$ cat config.mk
export PLATFORM = sky130hd
export DESIGN_NAME = uart_mem_tx
export DESIGN_NICKNAME = d
export VERILOG_FILES = /design/src/rtl/uart_pkg.sv /design/src/rtl/uart_baud_timer.sv /design/src/rtl/uart_mem_tx.sv
export SDC_FILE = /design/constraint.sdc
export NUM_CORES = 1
export LEC_CHECK = 0
export CORE_MARGIN = 5
export CORE_UTILIZATION = 55
export DETAILED_ROUTE_END_ITERATION = 8
export PLACE_DENSITY_LB_ADDON = 0.2
export SETUP_SLACK_MARGIN = 0.3
export SLEW_MARGIN = 10
export SYNTH_ARGS = -nofsm -noshare
export SYNTH_HDL_FRONTEND = slang
export SYNTH_SLANG_ARGS = --single-unit
export TNS_END_PERCENT = 30
$ cat constraint.sdc
create_clock -name clk -period 5 [get_ports clk]
set_clock_uncertainty 0.15 [all_clocks]
set_input_delay 0.5 -clock clk [delete_from_list [all_inputs] [get_ports clk]]
set_output_delay 0.5 -clock clk [all_outputs]
set_load 0.05 [all_outputs]
$ cat src/rtl/uart_pkg.sv
// Shared UART definitions for the memory-dump transmitter and the receiver rewrite.
// The CKSUM state exists only when UART_TX_CHECKSUM_EN is defined.
package uart_pkg;

  localparam int CLKS_PER_BIT_115200 = 868;
  localparam int BYTES_PER_WORD      = 4;

  typedef enum logic [2:0] {
    IDLE,
    FETCH,
    WAIT,
    START,
    DATA,
    STOP
`ifdef UART_TX_CHECKSUM_EN
    ,
    CKSUM
`endif
  } tx_state_t;

endpackage

$ cat src/rtl/uart_baud_timer.sv
// Bit-period timer shared by the UART TX and RX paths.
// A load starts a down-count from CLKS_PER_BIT-1. The tick fires in the cycle the
// count reaches zero, so load-to-tick spans exactly CLKS_PER_BIT cycles. Loading in
// the tick cycle chains bits back to back without drift.
module uart_baud_timer
  import uart_pkg::*;
#(
  parameter int CLKS_PER_BIT = CLKS_PER_BIT_115200
) (
  input  logic clk,
  input  logic reset,
  input  logic load,
  output logic tick
);

  localparam int               CNT_W  = $clog2(CLKS_PER_BIT + 1);
  localparam logic [CNT_W-1:0] RELOAD = CNT_W'(CLKS_PER_BIT - 1);

  logic [CNT_W-1:0] cnt_q, cnt_d;
  logic             armed_q, armed_d;

  // armed keeps an idle counter sitting at zero from producing ticks.
  assign tick = armed_q && (cnt_q == '0);

  // Next count: reload wins, otherwise count down and disarm once zero is reached.
  always_comb begin
    cnt_d   = cnt_q;
    armed_d = armed_q;
    if (load) begin
      cnt_d   = RELOAD;
      armed_d = 1'b1;
    end else if (cnt_q != '0) begin
      cnt_d = cnt_q - CNT_W'(1);
    end else begin
      armed_d = 1'b0;
    end
  end

  // Counter registers.
  always_ff @(posedge clk) begin
    if (reset) begin
      cnt_q   <= '0;
      armed_q <= 1'b0;
    end else begin
      cnt_q   <= cnt_d;
      armed_q <= armed_d;
    end
  end

endmodule

$ cat src/rtl/uart_mem_tx.sv
// Memory-dump UART transmitter.
// On an accepted start it reads wordCount words from startAddr. Each word goes out as
// four 8N1 bytes, least significant byte first. This matches the loader's packing, so
// a dump can be reloaded unchanged.
// Optional feature: define UART_TX_CHECKSUM_EN to append one 8N1 byte after the last
// word. That byte carries the XOR of all data bytes sent.
//
// state | meaning
// ------+-------------------------------------------------------------
// IDLE  | line high, waiting for start
// FETCH | readAddr presented to memory
// WAIT  | memory latency; readData captured into the word shifter
// START | start bit (line low)
// DATA  | data bits, LSB first
// STOP  | stop bit (line high); choose next byte / next word / finish
// CKSUM | (checksum build) load checksum byte into the shifter
module uart_mem_tx
  import uart_pkg::*;
#(
  parameter int CLKS_PER_BIT = CLKS_PER_BIT_115200,
  parameter int ADDR_W       = 12
) (
  input  logic              clk,
  input  logic              reset,
  input  logic              start,
  input  logic [ADDR_W-1:0] startAddr,
  input  logic [ADDR_W-1:0] wordCount,
  output logic [ADDR_W-1:0] readAddr,
  input  logic [31:0]       readData,
  output logic              serialOut,
  output logic              busy,
  output logic              done
);

  localparam logic [1:0] LAST_BYTE = 2'(BYTES_PER_WORD - 1);

  tx_state_t         state_q, state_d;
  logic [ADDR_W-1:0] addr_q, addr_d;
  logic [ADDR_W-1:0] count_q, count_d;
  logic [31:0]       shift_q, shift_d;
  logic [1:0]        byte_idx_q, byte_idx_d;
  logic [2:0]        bit_idx_q, bit_idx_d;
  logic              serial_q, serial_d;
  logic              busy_q, busy_d;
  logic              done_q, done_d;
`ifdef UART_TX_CHECKSUM_EN
  logic [7:0]        cks_q, cks_d;
  logic              cks_phase_q, cks_phase_d;
`endif

  logic       baud_load;
  logic       baud_tick;
  logic       start_ok;
  logic [7:0] next_byte;

  uart_baud_timer #(
    .CLKS_PER_BIT(CLKS_PER_BIT)
  ) u_baud (
    .clk  (clk),
    .reset(reset),
    .load (baud_load),
    .tick (baud_tick)
  );

  // A start landing in the done cycle is dropped, even though busy is already low.
  assign start_ok = start && (state_q == IDLE) && !done_q;

  // Next-state, datapath and registered-output computation.
  always_comb begin
    state_d    = state_q;
    addr_d     = addr_q;
    count_d    = count_q;
    shift_d    = shift_q;
    byte_idx_d = byte_idx_q;
    bit_idx_d  = bit_idx_q;
    done_d     = 1'b0;
    baud_load  = 1'b0;
`ifdef UART_TX_CHECKSUM_EN
    cks_d       = cks_q;
    cks_phase_d = cks_phase_q;
`endif

    case (state_q)
      IDLE: begin
        if (start_ok) begin
          if (wordCount != '0) begin
            state_d = FETCH;
            addr_d  = startAddr;
            count_d = wordCount;
`ifdef UART_TX_CHECKSUM_EN
            cks_d       = '0;
            cks_phase_d = 1'b0;
`endif
          end else begin
            done_d = 1'b1;
          end
        end
      end

      FETCH: state_d = WAIT;

      WAIT: begin
        shift_d    = readData;
        byte_idx_d = '0;
        state_d    = START;
        baud_load  = 1'b1;
`ifdef UART_TX_CHECKSUM_EN
        cks_d = cks_q ^ readData[7:0];
`endif
      end

      START: begin
        if (baud_tick) begin
          state_d   = DATA;
          bit_idx_d = '0;
          baud_load = 1'b1;
        end
      end

      DATA: begin
        if (baud_tick) begin
          baud_load = 1'b1;
          if (bit_idx_q == 3'd7) begin
            state_d = STOP;
          end else begin
            bit_idx_d = bit_idx_q + 3'd1;
          end
        end
      end

      STOP: begin
        if (baud_tick) begin
`ifdef UART_TX_CHECKSUM_EN
          if (cks_phase_q) begin
            state_d     = IDLE;
            done_d      = 1'b1;
            cks_phase_d = 1'b0;
          end else
`endif
          if (byte_idx_q != LAST_BYTE) begin
            state_d    = START;
            byte_idx_d = byte_idx_q + 2'd1;
            shift_d    = {8'h00, shift_q[31:8]};
            baud_load  = 1'b1;
`ifdef UART_TX_CHECKSUM_EN
            cks_d = cks_q ^ shift_q[15:8];
`endif
          end else if (count_q > ADDR_W'(1)) begin
            state_d = FETCH;
            addr_d  = addr_q + ADDR_W'(1);
            count_d = count_q - ADDR_W'(1);
          end else begin
`ifdef UART_TX_CHECKSUM_EN
            state_d = CKSUM;
`else
            state_d = IDLE;
            done_d  = 1'b1;
`endif
          end
        end
      end

`ifdef UART_TX_CHECKSUM_EN
      CKSUM: begin
        shift_d     = {24'h0, cks_q};
        cks_phase_d = 1'b1;
        state_d     = START;
        baud_load   = 1'b1;
      end
`endif

      default: state_d = IDLE;
    endcase

    // Outputs are derived from the next state so they change with the state register.
    next_byte = shift_d[7:0];
    serial_d  = 1'b1;
    if (state_d == START) begin
      serial_d = 1'b0;
    end else if (state_d == DATA) begin
      serial_d = next_byte[bit_idx_d];
    end
    busy_d = (state_d != IDLE);
  end

  // FSM state, datapath and output registers.
  always_ff @(posedge clk) begin
    if (reset) begin
      state_q    <= IDLE;
      addr_q     <= '0;
      count_q    <= '0;
      shift_q    <= '0;
      byte_idx_q <= '0;
      bit_idx_q  <= '0;
      serial_q   <= 1'b1;
      busy_q     <= 1'b0;
      done_q     <= 1'b0;
`ifdef UART_TX_CHECKSUM_EN
      cks_q       <= '0;
      cks_phase_q <= 1'b0;
`endif
    end else begin
      state_q    <= state_d;
      addr_q     <= addr_d;
      count_q    <= count_d;
      shift_q    <= shift_d;
      byte_idx_q <= byte_idx_d;
      bit_idx_q  <= bit_idx_d;
      serial_q   <= serial_d;
      busy_q     <= busy_d;
      done_q     <= done_d;
`ifdef UART_TX_CHECKSUM_EN
      cks_q       <= cks_d;
      cks_phase_q <= cks_phase_d;
`endif
    end
  end

  assign readAddr  = addr_q;
  assign serialOut = serial_q;
  assign busy      = busy_q;
  assign done      = done_q;

endmodule

* Word level (Yosys, flattened, before mapping)
Cells that the tools add are included. Widths: inputs -> output; s select.
Storage, ports and cells: register bits 78, bits of input ports 59, output and inout port bits 15, logic and storage cells 101
Operators by class: add/subtract/negate cells 5, order comparisons 2, equality and inequality tests 16, mux-type cells 49, reductions and logical operators 16
Operators by type and width (number):
- $mux 12 | 10
- $mux 32 | 2
- $pmux 32 s2 | 1
- $pmux 12 s2 | 2
- $mux 3 | 9
- $mux 10 | 2
- $pmux 3 s6 | 1
- $mux 1 | 14
- $ne 2x2->1 const B | 7
- $add 12x1->12 const B | 1
- $eq 3x3->1 const B | 4
- $gt 12x1->1 const B | 1
- $reduce_bool 12->1 | 1
- $sub 12x1->12 const B | 1
- $logic_not 10->1 | 1
- $reduce_bool 10->1 | 1
- $sub 10x1->10 const B | 1
- $eq 3x2->1 const B | 3
- $mux 2 | 3
- $pmux 3 s2 | 1
- $reduce_and 6->1 | 1
- $reduce_bool 2->1 | 3
- $lt 3x4->1 const B | 1
- $pmux 2 s2 | 1
- 13 further kinds | 16

* Logic depth before layout (Yosys ltp)
Gate-level depths: netlist of the first run.
depth in word-level cells 8, depth in mapped cells 10, mapped depth without buffers 9

* By module
A second synthesis of the first run with hierarchy kept.
Second synthesis, totals: cells, all modules 514, area total of the unflattened synthesis 4050.1 µm²
Modules (own cells, without submodules):
- uart_mem_tx | times used 1, cells each 453, area an instance 3475.8 µm², seq. area each 1341.3 µm²
- uart_baud_timer | times used 1, cells each 61, area an instance 574.3 µm², seq. area each 220.2 µm²

* Worst setup path before layout of the first run
Ideal clock, no wire load.
path type register -> register, from register u_baud.cnt_q[0], to register serial_q, in the netlist serialOut, setup time 135 ps, arrival 2499 ps, data required time 4715 ps, path slack 2216 ps, stages on the path, launching flop included 10, buffers on the path 0, period minus slack after synthesis 2784 ps, cell sequence dfxtp_1 -> inv_1 -> ha_1 -> or4b_1 -> or4_4 -> a21o_1 -> a221o_1 -> or3_1 -> o2111ai_2 -> a41oi_2
On the way: longest elaborated chain between the ends 8, elaborated cells on any way between the ends 17, those cells by class 2 x eq/ne; 13 x mux; 2 x reduce/logical
RTL lines:
- start, declared | RTL line uart_baud_timer.sv:19 | logic [CNT_W-1:0] cnt_q, cnt_d;
- start signal, assigned | RTL line uart_baud_timer.sv:45 | cnt_q <= cnt_d;
- $logic_not 10->1 (*) | RTL line uart_baud_timer.sv:23 | assign tick = armed_q && (cnt_q == '0);
- $logic_and 1x1->1 (*) | RTL line uart_baud_timer.sv:23
- $mux 32, or another cell as far along | RTL line uart_mem_tx.sv:132 | if (baud_tick) begin
- $pmux 32 s2 or $pmux 3 s2 (tied branches) | RTL line uart_mem_tx.sv:83 | case (state_q)
- $bmux 1 s3 | RTL line uart_mem_tx.sv:181 | serial_d = next_byte[bit_idx_d];
- $mux 1 (not written as such) | RTL line uart_mem_tx.sv:181
- $mux 1 | RTL line uart_mem_tx.sv:180 | end else if (state_d == DATA) begin
- $mux 1 (*) | RTL line uart_mem_tx.sv:178 | if (state_d == START) begin
- end signal, assigned | RTL line uart_mem_tx.sv:209 | serial_q <= serial_d;
- end, declared | RTL line uart_mem_tx.sv:43 | logic serial_q, serial_d;
Every way passes the cells marked *; elsewhere a longest branch is shown, timed or not. The select of a mux whose other input is x is not followed. A chain may end at the register's enable or synchronous reset.

* Worst setup path after layout of the first run
from register u_baud.cnt_q[0], to register addr_q[9], in the netlist readAddr[9]
On the way: longest elaborated chain between the ends 4
RTL lines:
- $logic_not 10->1 | RTL line uart_baud_timer.sv:23
- $logic_and 1x1->1 | RTL line uart_baud_timer.sv:23
- $ne 2x2->1 (no source line)
- $reduce_and 6->1 (no source line)
- end signal, assigned | RTL line uart_mem_tx.sv:204 | addr_q <= addr_d;
- end, declared | RTL line uart_mem_tx.sv:38 | logic [ADDR_W-1:0] addr_q, addr_d;
Every way passes these cells.

==> metrics.yaml, run 1 <==
status: "completed"
power_density_nw_per_um2: 356.6
max_cap_viol_count: 0
clockBufferDepth: 2
cts_resized: 0
grt_pass1_vias: 3489
grt_usage: 0.2203
ys_ff_latch: 78
avgSynthCellArea_um2: 7.999
yosysTopAreaCell: "dfxtp_1"
cts.sinks: 78
clk_latency_ps: 360
relSlewSlack: 0.3207
drt_iter0_markers: 315
die_area_um2: 8720
boundaryPins: 74
cp_top_family: "compound AO/OA/AOI/OAI gates"
dp_hpwl_um: 6462
diodes: 0
finalSetupViolations: 0
syn-num-nets: 544
crit_path_max_incr_delay_ps: 780
arrival_ps: 3490
synth-edff-count: 0
crit_slowest_cell: "a21boi_2"
area_growth_pct: 25.56
cts.clk_slew.worst_paths_ps: 90
holdBufCountCts: 0
yosysUniqueCellTypes: 55
drc: 0
hold_viol: 0
wirelength_um: 9565
reg2reg_from: "u_baud.cnt_q[0]"
seq_area_frac_synth: 0.4084
yosysMostFrequentCell: "dfxtp_1"
worstPathRequired_ps: 5090
crit_start: "u_baud.cnt_q[0]"
critPathKind: "flop to flop"
cts_tree: "done"
drtAntennaViolNets: 0
worstHoldPathType: "flop to flop"
p_leak_nw: 1.705
endpoint: "readAddr[9]"
first_pass_iters: 5
rsz0062_at_grt: "no"
crit_chain: "inv_1 -> ha_1 -> or4b_1 -> nor4_1 -> buf_4 -> nand2_1 -> a21boi_2 -> buf_4 -> nor2_1 -> a2111oi_0"
path_max_fanout: 25
maxSlewViolCount: 0
worst-path-stages: 10
rows: 30
post_cts_buffers: 0
end_kind: "flop"
max_freq_mhz: 293.9
wire_per_inst_um: 15.02
worst_pin_slew_ps: 1013
chipWidth_um: 93.38
synth_cells: 478
gr-total-overflow: 0
path_common_cell: "buf_4"
async_flop_share: 0
period_share: 0.6805
cp-start-kind: "flop"
synth-main-ff-cell: "dfxtp_1"
place_area_um2: 4599
regToRegSetupSlack_ps: 1600
period_minus_slack_ps: 3402
synth_top_area_share: 0.4084
coreArea_um2: 6794
synth_warnings: 0
cts_buffers: 9
min_from: "shift_q[23]"
tns_ps: 0
grt_antenna_before_repair: 0
peakVddDrop_uv: 286.3
root_buffer: "clkbuf_8"
yosys-top-cells-area: "dfxtp_1 (41%), a21oi_1 (6.9%), nand2_1 (6.0%)"
synth_area_um2: 3824
cts_max_level: 3
die_height_um: 93.38
nets: 602
dr_total_vias: 3815
gp_congestion: 0.8666
path_buf_inv: 3
fillCellCount: 581
stdcell_area_um2: 4801
r2r_end: "readAddr[9]"
start_util: 0.5628
reg2reg_depth: 10
grt_pass1_wl_um: 15730
grt_max_degree: 50
drive_gt1_frac: 0.06100
synthTopCellsByCount: "dfxtp_1 (78), nand2_1 (61), a21oi_1 (53), nor2_1 (48), clkbuf_1 (27)"
io_buffers: 73
viasPerCell: 5.989
kinds of logic after synthesis:
family          Yosys count  share of synthesized area
simple gates            176                     0.2163
compound gates          166                     0.2867
xor+xnor                  6                    0.01374
mux                       4                    0.01080
fa+ha+maj                 7                    0.02290
flops                    78                     0.4084
buf+inv                  41                    0.04123
through the flow:
| stage | utilization | worst slack (ps) | hold WS [ps] | std cells | power, mW |
|---|---|---|---|---|---|
| after CTS | 0.7066 | 1614 | 311.0 | 637 | 1.713 |
| after global routing | 0.7066 | 1321 | 331.1 | 637 | 1.809 |
| after floorplan | - | 2216 | 281.6 | 478 | 1.091 |
| after detailed placement | 0.6770 | 1653 | 298.9 | 621 | 1.232 |
| final | 0.7066 | 1598 | 307.4 | 637 | 1.712 |
| after global placement | 0.6770 | 1712 | 291.1 | 621 | 1.211 |
worst min-delay path by stage:
| stage | cells after the start | endpoint | slack, ps |
|---|---|---|---|
| global route | 2 | shift_q[15] | 330 |
| CTS | 2 | u_baud.armed_q | 310 |
| finish | 2 | shift_q[23] | 310 |
| detailed placement | 2 | shift_q[20] | 300 |
| global placement | 2 | shift_q[22] | 290 |
| floorplan | 2 | shift_q[16] | 280 |
layout by cell type, fill, tap and decap left out, types with 4 or more instances in the layout:
master           netlist  layout
dfxtp_1               78      78
clkdlybuf4s50_1        0      72
nand2_1               61      61
a21oi_1               53      53
nor2_1                48      48
a22oi_1               26      26
o21ai_0               25      25
nand3_1               17      17
a211oi_1              14      14
a221oi_1              11      11
inv_1                  9       9
o22ai_1                9       9
clkbuf_8               0       9
nor4_1                 8       8
nor2b_1                7       7
a22o_1                 7       7
nor3_1                 7       7
ha_1                   7       7
buf_4                  0       6
and3_1                 5       5
and2_1                 4       4
nand2b_1               4       4
xnor2_1                4       4
layer usage:
layer / vias up / GRT usage / part of all wire
li1: 1876 / - / -
met1: 1786 / 0.2730 / 0.42
met2: 138 / 0.3734 / 0.49
met3: 15 / 0.05310 / 0.071
met4: 0 / 0.07326 / 0.013
met5: - / 0 / 0
sequential cells by signal (all words and copies together), names as in the netlist:
name and cells:
shift_q 32, count_q 12, readAddr 12, u_baud.cnt_q 10
bit_idx_q 3, state_q 3, byte_idx_q 2, busy 1
done 1, serialOut 1, u_baud.armed_q 1
power by group:
group	switching, mW	total (mW)	internal (mW)
sequential	0.0654	0.756	0.690
combinational	0.259	0.470	0.211
clock	0.250	0.486	0.236
total	0.575	1.71	1.14
worst reg2reg max path, stage by stage (launching register included):
cell and delay, ps:
dfxtp_1 350, inv_1 90, ha_1 180, or4b_1 470, nor4_1 210, buf_4 230, nand2_1 120, a21boi_2 780
buf_4 340, nor2_1 50, a2111oi_0 330
layout make-up:
class	instances	area [um^2]	share of cell area
repair buffers	79	770.7	0.1605
clock inverters	7	77.57	0.01616
clock buffers	9	123.9	0.02580
inverters	9	33.78	0.007037
flip-flops and latches	78	1562	0.3253
multi-input cells	359	2113	0.4402
well taps	96	120.1	0.02502
(Power assumes the default switching activity.)
==> inputs of run 2 (changes only) <==
Settings changed: CORE_UTILIZATION 55 to 47.
Clock period 5 ns to 2.75 ns, I/O delays scaled along.
==> run 2 against run 1 <==
The run now ends with negative setup slack left. Sequential cell count is the same. Maximum frequency increased by 21%. Highest routed layer unchanged. Design area grew 20%. Sequential power is 81% higher. Critical endpoint is now serialOut. First-iteration DRC count decreased by 10%. Clock-buffer cell count did not move. Global-route usage grew 1.7 points. Largest cell class unchanged. Critical path depth fell by 1.
==> metrics.yaml, run 2 (same netlist as run 1, synthesis figures left out) <==
arrival_ps: 2890  # -600 ps
drive_gt1_frac: 0.2741  # +0.2131
viasPerCell: 6.023  # +0.56%
fin_ws_ps: -54.64  # -1652 ps
p_leak_nw: 2.130  # +25%
clk_latency_ps: 370  # about the same
power_density_nw_per_um2: 610.6  # +71%
r2r_end: "serialOut"
die_height_um: 100.2  # +7.3%
cts.sinks: 78  # unchanged
peakVddDrop_uv: 307.1  # +7.3%
wirelength_um: 12070  # +26%
cts.clk_slew.worst_paths_ps: 100  # about the same
reg2reg_from: "u_baud.cnt_q[1]"
multi_input_area_um2: 2475  # +17%
io_buffers: 73  # unchanged
rsz0062_at_grt: "yes"
regMostFlops: "shift_q"
cp-start-kind: "flop"
cts_buffers: 9  # unchanged
worst_pin_slew_ps: 502.0  # -511.0 ps
grt_antenna_before_repair: 0  # unchanged
whs_endpoint: "count_q[8]"
drtAntennaViolNets: 0  # unchanged
boundaryPins: 74  # unchanged
rows: 32  # +6.7%
holdPathStages: 2  # unchanged
largest_reg_flops: 32  # unchanged
diodes: 0  # unchanged
start_util: 0.4897  # -0.07306
coreArea_um2: 7807  # +15%
cts_max_level: 3  # unchanged
worstPathRequired_ps: 2840  # -2250 ps
layout_commonest_cell: "dfxtp_1"
grt_usage: 0.2374  # +0.01715
end_kind: "flop"
stdcell_count: 704  # +11%
seq_area_um2: 1564  # +0.16%
gp_congestion: 0.8400  # -3.1%
period_minus_slack_ps: 2805  # -597.6 ps
min_from: "reset"
period_share: 1.020  # +0.3394
grt_max_degree: 35  # -30%
drc: 0  # unchanged
dp_hpwl_um: 7291  # +13%
maxSlewViolCount: 0  # unchanged
hold_viol: 0  # unchanged
crit_chain: "inv_2 -> ha_4 -> or4b_4 -> or4_4 -> a21o_4 -> a221o_1 -> or3_1 -> o2111ai_2 -> a41oi_2"
regToRegSetupSlack_ps: -50  # -1650 ps
first_pass_iters: 5  # unchanged
grt_pass1_vias: 4129  # +18%
tns_ps: -54.64  # -54.64 ps
die_area_um2: 10040  # +15%
crit_slowest_cell: "or4b_4"
violations: "negative setup slack"
root_buffer: "clkbuf_8"
status: "finished with violations"
final_cell_mix: "dfxtp_1 (76), clkdlybuf4s50_1 (72), nand2_1 (49), a21oi_1 (47), buf_4 (46)"
relSlewSlack: 0.6643  # +0.3436
dpl.cell_count: 662  # +6.6%
wire_per_inst_um: 17.14  # +14%
fillCellCount: 570  # -1.9%
max_freq_mhz: 356.6  # +21%
dr_total_vias: 4240  # +11%
path_buf_inv: 1  # -2
chipWidth_um: 100.2  # +7.3%
worstHoldPathType: "input port to flop"
nets: 663  # +10%
path_max_fanout: 4  # -84%
grt_pass1_wl_um: 19550  # +24%
power_mw: 3.520  # +110%
drt_iter0_markers: 283  # -10%
critPathKind: "flop to flop"
finalSetupViolations: 1  # +1
crit_path_max_incr_delay_ps: 450  # -330 ps
clockBufferDepth: 2  # unchanged
area_growth_pct: 50.79
cp_top_family: "simple AND/OR/NAND/NOR gates"
reg2reg_depth: 9  # -1
cts_tree: "done"
max_cap_viol_count: 0  # unchanged
gr-total-overflow: 0  # unchanged
==> run 2: cell count changes in the layout (fill, tap and decap cells not counted), sizes merged <==
cell	before	now
buf	7	68
inv	12	16
clkinv	2	0
bufinv	1	0
clkinvlp	1	0
==> run 2: worst register-to-register path, cell delays in order (launching register included) <==
cell and delay, ps:
dfxtp_2 340, inv_2 70, ha_4 140, or4b_4 450, or4_4 450, a21o_4 240, a221o_1 320, or3_1 320
o2111ai_2 90, a41oi_2 110
==> run 2: per-stage QoR <==
stage / instance area, um^2 / setup slack (ps) / utilization / hold WS [ps]
2_1_floorplan: 3824 / -13.27 / - / 210.2
3_3_place_gp: 4882 / -63.67 / 0.6253 / 289.3
3_5_place_dp: 4882 / -139.6 / 0.6253 / 293.1
4_1_cts: 5612 / -99.03 / 0.7188 / 192.8
5_1_grt: 5766 / -173.7 / 0.7385 / 221.6
6_report: 5766 / -54.64 / 0.7385 / 202.7
==> run 2: what timing repair did <==
action / CTS / global route
gates cloned: 3 / 0
pin swaps: 50 / 41
hold buffers: 0 / 0
gates resized for setup: 84 / 35
setup endpoints to repair: 52 / 77
setup buffers: 23 / 0
==> run 2: worst max path at each step <==
stage                               start        end  cells past startpoint
after floorplan           u_baud.cnt_q[0]  serialOut                      9
after global placement    u_baud.cnt_q[0]  serialOut                      9
after detailed placement  u_baud.cnt_q[0]  serialOut                      9
after CTS                 u_baud.cnt_q[1]  serialOut                      9
after global routing      u_baud.cnt_q[1]  serialOut                      9
final                     u_baud.cnt_q[1]  serialOut                      9
==> run 2: power by group <==
part	internal [mW]	switching, mW
Combinational	0.642	0.641
Clock	0.360	0.508
Sequential	1.26	0.112
==> run 2: metal layers <==
layer  vias to the layer above  GRT usage  share of wire
met5                         -          0              0
met4                         0     0.1036          0.035
met3                        46    0.05073          0.076
met2                       209     0.4144           0.50
met1                      1988     0.2790           0.39
li1                       1997          -              -
==> run 2: area by class of cell <==
| type | count | area share |
|---|---|---|
| tap | 102 | 0.02214 |
| timing repair buffer | 140 | 0.2381 |
| inverter | 9 | 0.005859 |
| multi-input combinational | 359 | 0.4293 |
| clock inverter | 7 | 0.01194 |
| clock buffer | 9 | 0.02148 |
| sequential | 78 | 0.2713 |
==> inputs of run 3 (changes only) <==
Settings changed: CELL_PAD_IN_SITES_DETAIL_PLACEMENT set to 0, CELL_PAD_IN_SITES_GLOBAL_PLACEMENT set to 1, CORE_MARGIN 5 to 3, CORE_UTILIZATION 47 to 34.
==> run 3 against run 2 <==
The run still ends with negative setup slack left. Utilization fell by 19 points. Non-clock buffer count fell by 4. Sequential cell count did not move. Register-to-register slack got worse by 30 ps. Worst setup slack got worse by 28 ps. Design area rose by 5.0%. Largest power group is now combinational cells. Critical path depth did not move. Die area rose by 25%. Cell count rose by 4.7%. Highest routed layer unchanged. First-iteration DRC count rose by 5.3%. Power rose by 14%.
==> metrics.yaml, run 3 (same netlist as run 1, synthesis figures left out) <==
finalSetupViolations: 1  # unchanged
rsz0062_at_grt: "yes"
drtAntennaViolNets: 0  # unchanged
whs_endpoint: "shift_q[21]"
worst_pin_slew_ps: 677.9  # +175.9 ps
final_cell_mix: "dfxtp_1 (76), clkdlybuf4s50_1 (72), nand2_1 (56), buf_4 (41), nor2_1 (40)"
cts_buffers: 9  # unchanged
peakVddDrop_uv: 320.8  # +4.4%
clk_latency_ps: 330  # -40 ps
rows: 38  # +19%
grt_max_degree: 39  # +11%
relSlewSlack: 0.5480  # -0.1162
hold_slack_ps: 301.3  # +98.59 ps
status: "finished with violations"
tns_ps: -82.50  # -27.86 ps
violations: "negative setup slack"
nets: 659  # -0.60%
boundaryPins: 74  # unchanged
reg2reg_depth: 9  # unchanged
power_density_nw_per_um2: 665.0  # +8.9%
max_freq_mhz: 353.0  # -0.98%
critPathKind: "flop to flop"
period_share: 1.030  # +0.01013
worstPathRequired_ps: 2810  # -30 ps
diodes: 0  # unchanged
wire_per_inst_um: 16.09  # -6.1%
max_cap_viol_count: 0  # unchanged
grt_pass1_vias: 3964  # -4.0%
cts.sinks: 78  # unchanged
regMostFlops: "shift_q"
dpl.cell_count: 697  # +5.3%
chipWidth_um: 112.0  # +12%
fin_ws_ps: -82.50  # -27.86 ps
seq_area_um2: 1564  # unchanged
holdPathStages: 2  # unchanged
root_buffer: "clkbuf_16"
gp_congestion: 0.8062  # -4.0%
die_area_um2: 12550  # +25%
min_from: "shift_q[21]"
cp-start-kind: "flop"
arrival_ps: 2890  # about the same
io_buffers: 73  # unchanged
largest_reg_flops: 32  # unchanged
start_util: 0.3497  # -0.1401
cts_max_level: 3  # unchanged
first_pass_iters: 4  # -1
layout_commonest_cell: "dfxtp_1"
worstHoldPathType: "flop to flop"
multi_input_area_um2: 2591  # +4.7%
cts.clk_slew.worst_paths_ps: 60  # -40 ps
area_growth_pct: 58.28
grt_antenna_before_repair: 0  # unchanged
r2r_end: "serialOut"
wirelength_um: 11860  # -1.7%
p_leak_nw: 2.174  # +2.1%
viasPerCell: 5.430  # -9.8%
maxSlewViolCount: 0  # unchanged
gr-total-overflow: 0  # unchanged
die_height_um: 112.0  # +12%
grt_pass1_wl_um: 18980  # -3.0%
clockBufferDepth: 2  # unchanged
coreArea_um2: 10940  # +40%
dr_total_vias: 4002  # -5.6%
regToRegSetupSlack_ps: -80  # -30 ps
grt_usage: 0.1823  # -0.05515
reg2reg_from: "u_baud.cnt_q[0]"
holdBufCountCts: 0  # unchanged
dp_hpwl_um: 7379  # +1.2%
place_ws_ps: -151.1  # -11.56 ps
end_kind: "flop"
drc: 0  # unchanged
period_minus_slack_ps: 2832  # +27.86 ps
cts_tree: "done"
drive_gt1_frac: 0.2881  # +0.01402
path_max_fanout: 6  # +2
stdcell_count: 737  # +4.7%
drt_iter0_markers: 298  # +5.3%
fillCellCount: 997  # +75%
hold_viol: 0  # unchanged
[run 3: changes by cell type in the layout (fill, tap and decap cells not counted), sizes merged]
cell	delta
clkinv	+2
clkinvlp	+1
clkbuf	+3
buf	-6
bufinv	+2
inv	-7
[run 3: routing by layer]
layer | share of wire | track usage | wire, um
met5 | 0 | 0 | 0
met4 | 0.017 | 0.05529 | 204
met3 | 0.045 | 0.04205 | 533
met2 | 0.50 | 0.3141 | 5891
met1 | 0.44 | 0.2276 | 5230
[run 3: area by class of cell]
type / instances / share of cell area
well taps: 140 / 0.02894
flip-flops and latches: 78 / 0.2584
inverters: 9 / 0.005582
multi-input cells: 359 / 0.4282
repair buffers: 136 / 0.2270
clock buffers: 10 / 0.03783
clock inverters: 5 / 0.01406
[run 3: how the worst max path moves through the flow]
| stage | start | end | slack (ps) |
|---|---|---|---|
| 2_1_floorplan | u_baud.cnt_q[0] | serialOut | -10 |
| 3_3_place_gp | u_baud.cnt_q[0] | serialOut | -90 |
| 3_5_place_dp | u_baud.cnt_q[1] | serialOut | -150 |
| 4_1_cts | u_baud.cnt_q[0] | serialOut | -90 |
| 5_1_grt | u_baud.cnt_q[0] | serialOut | -180 |
| 6_report | u_baud.cnt_q[0] | serialOut | -80 |
[run 3: critical path: stages (launching register included)]
cell,delay [ps]
dfxtp_2,320
inv_2,80
ha_4,140
or4b_4,460
or4_4,450
a21o_4,260
a221o_1,320
or3_1,330
o2111ai_2,90
a41oi_2,110
[run 3: metrics by stage]
stage          instance area [um^2]  total power, mW    util
6_report                       6052            4.025  0.5534
2_1_floorplan                  3824            1.983       -
3_5_place_dp                   4907            2.375  0.4487
3_3_place_gp                   4907            2.356  0.4487
5_1_grt                        6052            4.231  0.5534
4_1_cts                        5665            3.894  0.5181
[run 3: power by group]
group | internal (mW) | switching [mW]
registers | 1.26 | 0.104
clock network | 0.794 | 0.485
logic | 0.707 | 0.676
[run 3: repair_timing]
item                                    4_1_cts  5_1_grt
endpoints found under the setup margin       44       70
hold endpoints to repair                      0        0
buffers inserted                             14        8
pin swaps                                    52       48
gates resized for setup                      79       59
gates cloned                                  1        2
